### config.mk
export PLATFORM = sky130hd
export DESIGN_NAME = mux_word_fifo
export DESIGN_NICKNAME = d
export VERILOG_FILES = /design/src/rtl/mux_pkg.sv /design/src/rtl/mux_fifo_mem.sv /design/src/rtl/mux_word_fifo.sv
export SDC_FILE = /design/constraint.sdc
export NUM_CORES = 1
export LEC_CHECK = 0
export BUFFER_PORTS_ARGS = -buffer_cell sky130_fd_sc_hd__buf_2
export CAP_MARGIN = 40
export CELL_PAD_IN_SITES_DETAIL_PLACEMENT = 1
export CELL_PAD_IN_SITES_GLOBAL_PLACEMENT = 1
export CORE_MARGIN = 5
export CORE_UTILIZATION = 47
export CTS_CLUSTER_SIZE = 28
export DETAILED_ROUTE_END_ITERATION = 10
export PLACE_DENSITY_LB_ADDON = 0.1
export SETUP_SLACK_MARGIN = 0.4
export SKIP_LAST_GASP = 1
export SLEW_MARGIN = 20
export SYNTH_ARGS = -nofsm -noshare
export SYNTH_HDL_FRONTEND = slang
export SYNTH_SLANG_ARGS = --single-unit
### constraint.sdc
create_clock -name clk -period 3.05 [get_ports clk]
set_input_delay 0.61 -clock clk [delete_from_list [all_inputs] [get_ports clk]]
set_output_delay 0.61 -clock clk [all_outputs]
set_load 0.02 [all_outputs]
### src/rtl/mux_pkg.sv
// Shared constants for the select-mux datapath and its output buffering stage.
package mux_pkg;

  // Width of the data field produced by the 7-bit select mux.
  localparam int MUX_WIDTH      = 7;
  // Default number of entries in the downstream word FIFO.
  localparam int MUX_FIFO_DEPTH = 4;

endpackage : mux_pkg

### src/rtl/mux_fifo_mem.sv
// DEPTH x WIDTH register array: one synchronous write port, one asynchronous read port.
module mux_fifo_mem
  import mux_pkg::*;
#(
  parameter int WIDTH = MUX_WIDTH,
  parameter int DEPTH = MUX_FIFO_DEPTH,
  localparam int AW   = $clog2(DEPTH)
) (
  input  logic             clk,
  input  logic             we_i,
  input  logic [AW-1:0]    waddr_i,
  input  logic [WIDTH-1:0] wdata_i,
  input  logic [AW-1:0]    raddr_i,
  output logic [WIDTH-1:0] rdata_o
);

  // Contents are meaningless until written, so the array carries no reset.
  logic [WIDTH-1:0] mem_q [DEPTH];

  // Write the addressed entry on a push.
  always_ff @(posedge clk) begin
    if (we_i) begin
      mem_q[waddr_i] <= wdata_i;
    end
  end

  assign rdata_o = mem_q[raddr_i];

endmodule : mux_fifo_mem

### src/rtl/mux_word_fifo.sv
// First-word-fall-through buffer behind the select mux, with optional
// repeat suppression, occupancy output and a sticky overflow flag.
//
// Handshakes: a word moves across an interface only on a cycle where its
// valid and ready are both high at the rising edge. in_ready depends on the
// stored level alone (never on out_ready), so a full FIFO refuses a word even
// when a pop happens in the same cycle. out_valid/out_word never depend on
// in_valid. Once out_valid is high the head word holds until it is popped.
module mux_word_fifo
  import mux_pkg::*;
#(
  parameter int WIDTH = MUX_WIDTH,
  parameter int DEPTH = MUX_FIFO_DEPTH,
  localparam int AW   = $clog2(DEPTH),
  localparam int LW   = $clog2(DEPTH) + 1
) (
  input  logic             clk,
  input  logic             rst_n,
  input  logic [WIDTH-1:0] in_word,
  input  logic             in_valid,
  output logic             in_ready,
  input  logic             dedup_en,
  output logic [WIDTH-1:0] out_word,
  output logic             out_valid,
  input  logic             out_ready,
  output logic [LW-1:0]    level,
  output logic             overflow,
  input  logic             clr_ovf
);

  logic [AW-1:0]    head_q, head_d;
  logic [AW-1:0]    tail_q, tail_d;
  logic [LW-1:0]    level_q, level_d;
  logic [WIDTH-1:0] last_q, last_d;
  logic             has_last_q, has_last_d;
  logic             ovf_q, ovf_d;

  logic             suppress;
  logic             push;
  logic             pop;
  logic [WIDTH-1:0] head_word;

  // A repeat is judged only against the last word actually stored.
  assign suppress  = dedup_en & has_last_q & (in_word == last_q);
  assign in_ready  = (level_q != LW'(DEPTH));
  assign out_valid = (level_q != '0);
  assign push      = in_valid & in_ready & ~suppress;
  assign pop       = out_valid & out_ready;
  assign level     = level_q;
  assign overflow  = ovf_q;
  // Storage is undefined when empty; present zero so the idle bus is clean.
  assign out_word  = out_valid ? head_word : '0;

  mux_fifo_mem #(
    .WIDTH (WIDTH),
    .DEPTH (DEPTH)
  ) u_mem (
    .clk     (clk),
    .we_i    (push),
    .waddr_i (tail_q),
    .wdata_i (in_word),
    .raddr_i (head_q),
    .rdata_o (head_word)
  );

  // Next-state for pointers, occupancy, dedup history and overflow.
  always_comb begin
    head_d     = head_q;
    tail_d     = tail_q;
    level_d    = level_q;
    last_d     = last_q;
    has_last_d = has_last_q;
    ovf_d      = ovf_q;

    // Pointers are log2(DEPTH) bits wide, so they wrap at DEPTH naturally.
    if (push) begin
      tail_d     = tail_q + 1'b1;
      last_d     = in_word;
      has_last_d = 1'b1;
    end
    if (pop) begin
      head_d = head_q + 1'b1;
    end

    if (push && !pop) begin
      level_d = level_q + 1'b1;
    end else if (pop && !push) begin
      level_d = level_q - 1'b1;
    end

    // A new full-drop outranks a clear in the same cycle.
    if (in_valid && !in_ready && !suppress) begin
      ovf_d = 1'b1;
    end else if (clr_ovf) begin
      ovf_d = 1'b0;
    end
  end

  // State register; reset empties the FIFO and forgets the last word.
  always_ff @(posedge clk or negedge rst_n) begin
    if (!rst_n) begin
      head_q     <= '0;
      tail_q     <= '0;
      level_q    <= '0;
      last_q     <= '0;
      has_last_q <= 1'b0;
      ovf_q      <= 1'b0;
    end else begin
      head_q     <= head_d;
      tail_q     <= tail_d;
      level_q    <= level_d;
      last_q     <= last_d;
      has_last_q <= has_last_d;
      ovf_q      <= ovf_d;
    end
  end

endmodule : mux_word_fifo

==> flow_summary.yaml, run 1 <==
finish:
  mostFrequentLayoutCell: "edfxtp_1"
  layout_common_cells: "edfxtp_1 (28), buf_2 (25), dfrtp_1 (16), xor2_1 (9)"
  utilization: 0.556
  fill_cells: 390
  insertedDiodeCount: 0
  multi_input_area_sq_um: 619
  syn_to_final_growth_pct: 16.0
  stdcell_area_sq_mm: 0.00221
  layout-drive-gt1-share: 0.401
  seq_area_sq_mm: 0.00124
  nets: 160
floorplanning:
  die_w_microns: 73.6
  die_area_sq_mm: 0.00542
  die_h_microns: 73.6
  floorplan.initialDensity: 0.479
  core_sq_mm: 0.00397
  core.rowCount: 23
  ios: 26
critical_path:
  cp-end-kind: "primary output"
  crit_family: "flip-flops"
  crit_buf_inv: 1
  crit_chain: "mux4_2 -> and2_1 -> buf_2"
  critPathMaxFanout: 9
  reg2reg_to: "level[2]"
  r2r_cells: 8
  rrSetupSlack_ps: 760
  r2r-start: "level[0]"
  worst-setup-path-type: "reg -> out"
  worst_path_max_delay_cell: "dfrtp_1"
  startpoint: "head_q[0]"
  cp.arrival_ps: 1890
  cp-start-kind: "flip-flop"
  worst_path_largest_cell_delay_ps: 690
  crit_required_ps: 2440
detailed_routing:
  dr_total_vias: 996
  drt_iter0_drc: 66
  drt_wl_total_microns: 3510
  viasPerCell: 5.19
  ant_nets: 0
  wl_per_cell_microns: 18.3
  firstDrtPassIters: 4
  drc_errors: 0
sta:
  period_minus_slack_ps: 2500
  finalMaxSlewViolations: 0
  fin_skew_ps: 8.84
  setup_viol_count_final: 0
  post-route-worst-setup-slack_ps: 550
  whs_ps: 222
  hold_viol: 0
  tightest_slew_ps: 547
  slew_headroom: 0.635
  min_period_over_period: 0.820
  fmax_mhz: 400
  totalNegativeSetupSlack_ps: 0
  rsz0062_at_grt: "no"
pwr:
  p_comb_frac: 0.348
  p_sw_uw: 728
  sw_frac_of_total: 0.326
  power_density_mw_per_mm2: 1010
  ir_worst_vdd_uv: 436
  p_int_mw: 1.51
  p_leak_nw: 0.875
  pwr-share-clk: 0.231
  power_frac_seq: 0.421
grt:
  grt_max_degree: 17
  antenna_found_initial: 0
  track_usage: 0.155
  first_global_vias: 1128
  grt_overflow: 0
  grt_first_pass_wirelength_microns: 5950
logic_synthesis:
  yosysWarnings: 0
  synth.largest_area_cell: "edfxtp_1"
  synth_area_leaders: "edfxtp_1 (44%), dfrtp_1 (21%), mux4_2 (8.3%), xor2_1 (4.1%), mux2_2 (3.6%)"
  syn_area_sq_mm: 0.00190
  synth.distinct_cells: 24
  yosysTopAreaCellShare: 0.442
  syn-num-nets: 131
  synth-seq-cells: 44
  synthCells: 112
  yosysSeqAreaShare: 0.652
  synth_area_per_cell_sq_um: 17.0
clocking:
  cts_tree: "done"
  clk-insertion-delay-late_ps: 290
  cts_hold_buf: 0
  clock_path_buffers: 2
  cts_setup_buffers: 0
  clockRootBuffer: "clkbuf_8"
  post_cts_resized: 0
  ctsHtreeMaxLevel: 2
  path_clk_slew_ps: 80
  clock_sinks: 44
  cts_buffers: 5
placed_design:
  portBuffers: 25
  placed_area_sq_mm: 0.00207
  dpl_worst_slack_ps: 459
  dp_hpwl_microns: 2500
  place.gp.congestion: 0.702
min_path:
  hold_class: "in -> async"
job:
  max_cap_viol_count: 0
run_status:
  status: "finished, final reports clean"
==> registers in the layout, indices dropped and copies added, names as in the netlist <==
| name | count |
|---|---|
| has_last_q | 1 |
| head_q | 2 |
| last_q | 7 |
| level | 3 |
| overflow | 1 |
| tail_q | 2 |
| u_mem.mem_q | 28 |
==> synth_stat cells, drive strengths merged <==
cell type / n
a21oi: 1
mux4: 7
dfrtp: 16
or2: 1
nand3: 1
edfxtp: 28
xnor2: 4
o32ai: 1
xor2: 9
nor2: 1
mux2: 9
ha: 5
inv: 5
and2: 12
nor4: 2
buf: 2
nand2: 3
fa: 1
or3: 1
or3b: 1
clkbuf: 2
==> how the worst max path moves through the flow <==
stage / end / slack [ps] / depth (start not counted)
5_1_grt: out_word[0] / 420 / 3
3_3_place_gp: level[1] / 480 / 8
2_1_floorplan: level[1] / 570 / 8
3_5_place_dp: level[1] / 460 / 8
6_report: out_word[0] / 550 / 3
4_1_cts: out_word[5] / 510 / 3
==> routing by layer <==
metal,track usage,wire length (microns),share of wire,vias up
li1,-,-,-,462
met1,0.193,1550,0.44,506
met2,0.254,1740,0.50,22
met3,0.0438,150,0.043,6
met4,0.0604,65,0.019,0
met5,0,0,0,-
==> kinds of logic (layout without fill, tap and decap cells) <==
logic type,count (synthesis),in the layout,share of synthesized area
AO/OA/AOI/OAI,2,2,0.00921
XOR/XNOR,13,13,0.0598
adder cells (fa/ha/maj),6,6,0.0434
buffers and inverters,9,39,0.0224
flip-flops,44,44,0.652
multiplexers,16,16,0.142
AND/OR/NAND/NOR,22,22,0.0710
==> power groups by stage <==
stage	registers, mW	logic [mW]	clock network [mW]
final	0.939	0.777	0.516
after global routing	0.966	0.856	0.561
after CTS	0.945	0.798	0.532
after detailed placement	0.958	0.791	0
after global placement	0.946	0.771	0
after floorplan	0.910	0.595	0
==> per-stage QoR <==
| stage | power (mW) | cells |
|---|---|---|
| floorplan | 1.50 | 112 |
| global placement | 1.72 | 184 |
| detailed placement | 1.75 | 184 |
| CTS | 2.28 | 192 |
| global route | 2.38 | 192 |
| finish | 2.23 | 192 |
==> cell type report <==
class / count / area share
multi-input combinational: 59 / 0.281
clock buffer: 6 / 0.0329
inverter: 5 / 0.00850
sequential: 44 / 0.562
clock inverter: 2 / 0.0272
tap: 50 / 0.0283
timing repair buffer: 26 / 0.0601
No activity file was read; power rests on OpenSTA's default activity.
==> run 2, diff against run 1 <==
- clock period: 3.05 -> 2.45 ns (I/O delays scaled with it)
==> run 2 against run 1 <==
  * Non-clock buffer count is 9 higher
  * Setup slack got worse by 160 ps
  * Clock power up 2%
  * Critical path depth is 1 higher
  * Cell count grew 4.7%
  * Via count increased by 3.3%
  * Combinational power up 76%
  * Total power rose by 36%
  * Design area rose by 8.4%
  * Worst hold slack lost 110 ps
  * Sequential cell count did not move
==> flow_summary.yaml, run 2 (same netlist as run 1, synthesis figures left out) <==
detailed_routing:
  drt_wl_total_microns: 3470
  drc_errors: 0
  drt_iter0_drc: 44
  dr_total_vias: 1029
  viasPerCell: 5.12
  ant_nets: 0
  wl_per_cell_microns: 17.3
  firstDrtPassIters: 4
sta:
  setup_viol_count_final: 0
  slew_headroom: 0.722
  tightest_slew_ps: 417
  rsz0062_at_grt: "yes"
  fin_skew_ps: 5.18
  totalNegativeSetupSlack_ps: 0
  hold_viol: 0
  fmax_mhz: 485
  whs_ps: 111
  min_period_over_period: 0.842
  period_minus_slack_ps: 2060
  finalMaxSlewViolations: 0
grt:
  antenna_found_initial: 0
  grt_first_pass_wirelength_microns: 5620
  track_usage: 0.145
  grt_max_degree: 17
  grt_overflow: 0
  first_global_vias: 1137
floorplanning:
  die_w_microns: 73.6
  die_h_microns: 73.6
  core.rowCount: 23
  die_area_sq_mm: 0.00542
  core_sq_mm: 0.00397
  ios: 26
  floorplan.initialDensity: 0.479
min_path:
  hold_class: "in -> async"
pwr:
  ir_worst_vdd_uv: 486
  total_power_mw: 3.04
  p_leak_nw: 0.949
  power_density_mw_per_mm2: 1270
finish:
  regMostFlops: "u_mem.mem_q"
  layout-drive-gt1-share: 0.570
  fill_cells: 372
  layout_common_cells: "edfxtp_1 (28), buf_2 (18), dfrtp_1 (13), buf_6 (8), buf_4 (8)"
  multi_input_area_sq_um: 699
  seq_area_sq_mm: 0.00124
  insertedDiodeCount: 0
  mostFrequentLayoutCell: "edfxtp_1"
  nets: 169
  largest_reg_flops: 28
  syn_to_final_growth_pct: 25.8
  utilization: 0.603
critical_path:
  r2r_cells: 8
  crit_required_ps: 1960
  crit_chain: "buf_12 -> mux4_2 -> and2_4 -> buf_6"
  cp_num_cells: 4
  crit_family: "multiplexers"
  crit_buf_inv: 2
  worst_path_largest_cell_delay_ps: 500
  cp-end-kind: "primary output"
  worst-setup-path-type: "reg -> out"
  cp.arrival_ps: 1570
  cp-start-kind: "flip-flop"
  worst_path_max_delay_cell: "mux4_2"
  critPathMaxFanout: 8
job:
  max_cap_viol_count: 0
placed_design:
  dp_hpwl_microns: 2380
  portBuffers: 25
  place.gp.congestion: 0.699
clocking:
  cts_tree: "done"
  clock_path_buffers: 2
  cts_hold_buf: 0
  clk-insertion-delay-late_ps: 280
  clock_sinks: 44
  cts_buffers: 5
  ctsHtreeMaxLevel: 2
  clockRootBuffer: "clkbuf_8"
  path_clk_slew_ps: 80
run_status:
  status: "finished, final reports clean"
==> run 2: cell count changes in the layout (fill, tap and decap cells not counted), sizes merged <==
cell / change
buf: +9
clkinv: +1
bufinv: -1
==> run 2: routing by layer <==
metal	wire length (microns)	share of wire	track usage
met1	1450	0.42	0.177
met2	1850	0.53	0.255
met3	134	0.039	0.0369
met4	36	0.010	0.0362
met5	0	0	0
==> run 2: repair_timing <==
item / CTS / global route
resized for setup: 22 / 5
buffers inserted: 6 / 1
cloned: 0 / 0
setup endpoints to repair: 9 / 9
pin swaps: 11 / 9
==> run 2: final cells by class <==
class / instances / area share
clock inverter: 2 / 0.0146
multi-input combinational: 59 / 0.292
sequential: 44 / 0.520
inverter: 5 / 0.00784
clock buffer: 6 / 0.0303
timing repair buffer: 35 / 0.109
tap: 50 / 0.0261
==> run 2: power by group <==
group / switching [mW] / internal [mW] / leakage [nW]
Combinational: 0.609 / 0.759 / 0.455
Clock: 0.223 / 0.302 / 0.0552
Sequential: 0.140 / 1.01 / 0.439
==> run 2: final timing paths <==
kind / from / end / slack, ps
worst max register to register: last_q[1] / level[1] / 420
worst min-delay path: rst_n / head_q[0] / 110
worst min register to register: has_last_q / has_last_q / 470
min in group clk: clr_ovf / overflow / 390
max in group asynchronous: rst_n / level[2] / 2050
worst max-delay path: head_q[0] / out_word[1] / 390
==> run 2: metrics by stage <==
stage	setup slack, ps	instances	area [sq um]
after detailed placement	99.5	186	2130
after global placement	134	186	2130
final	388	201	2390
after CTS	372	200	2360
after floorplan	198	112	1950
after global routing	321	201	2390
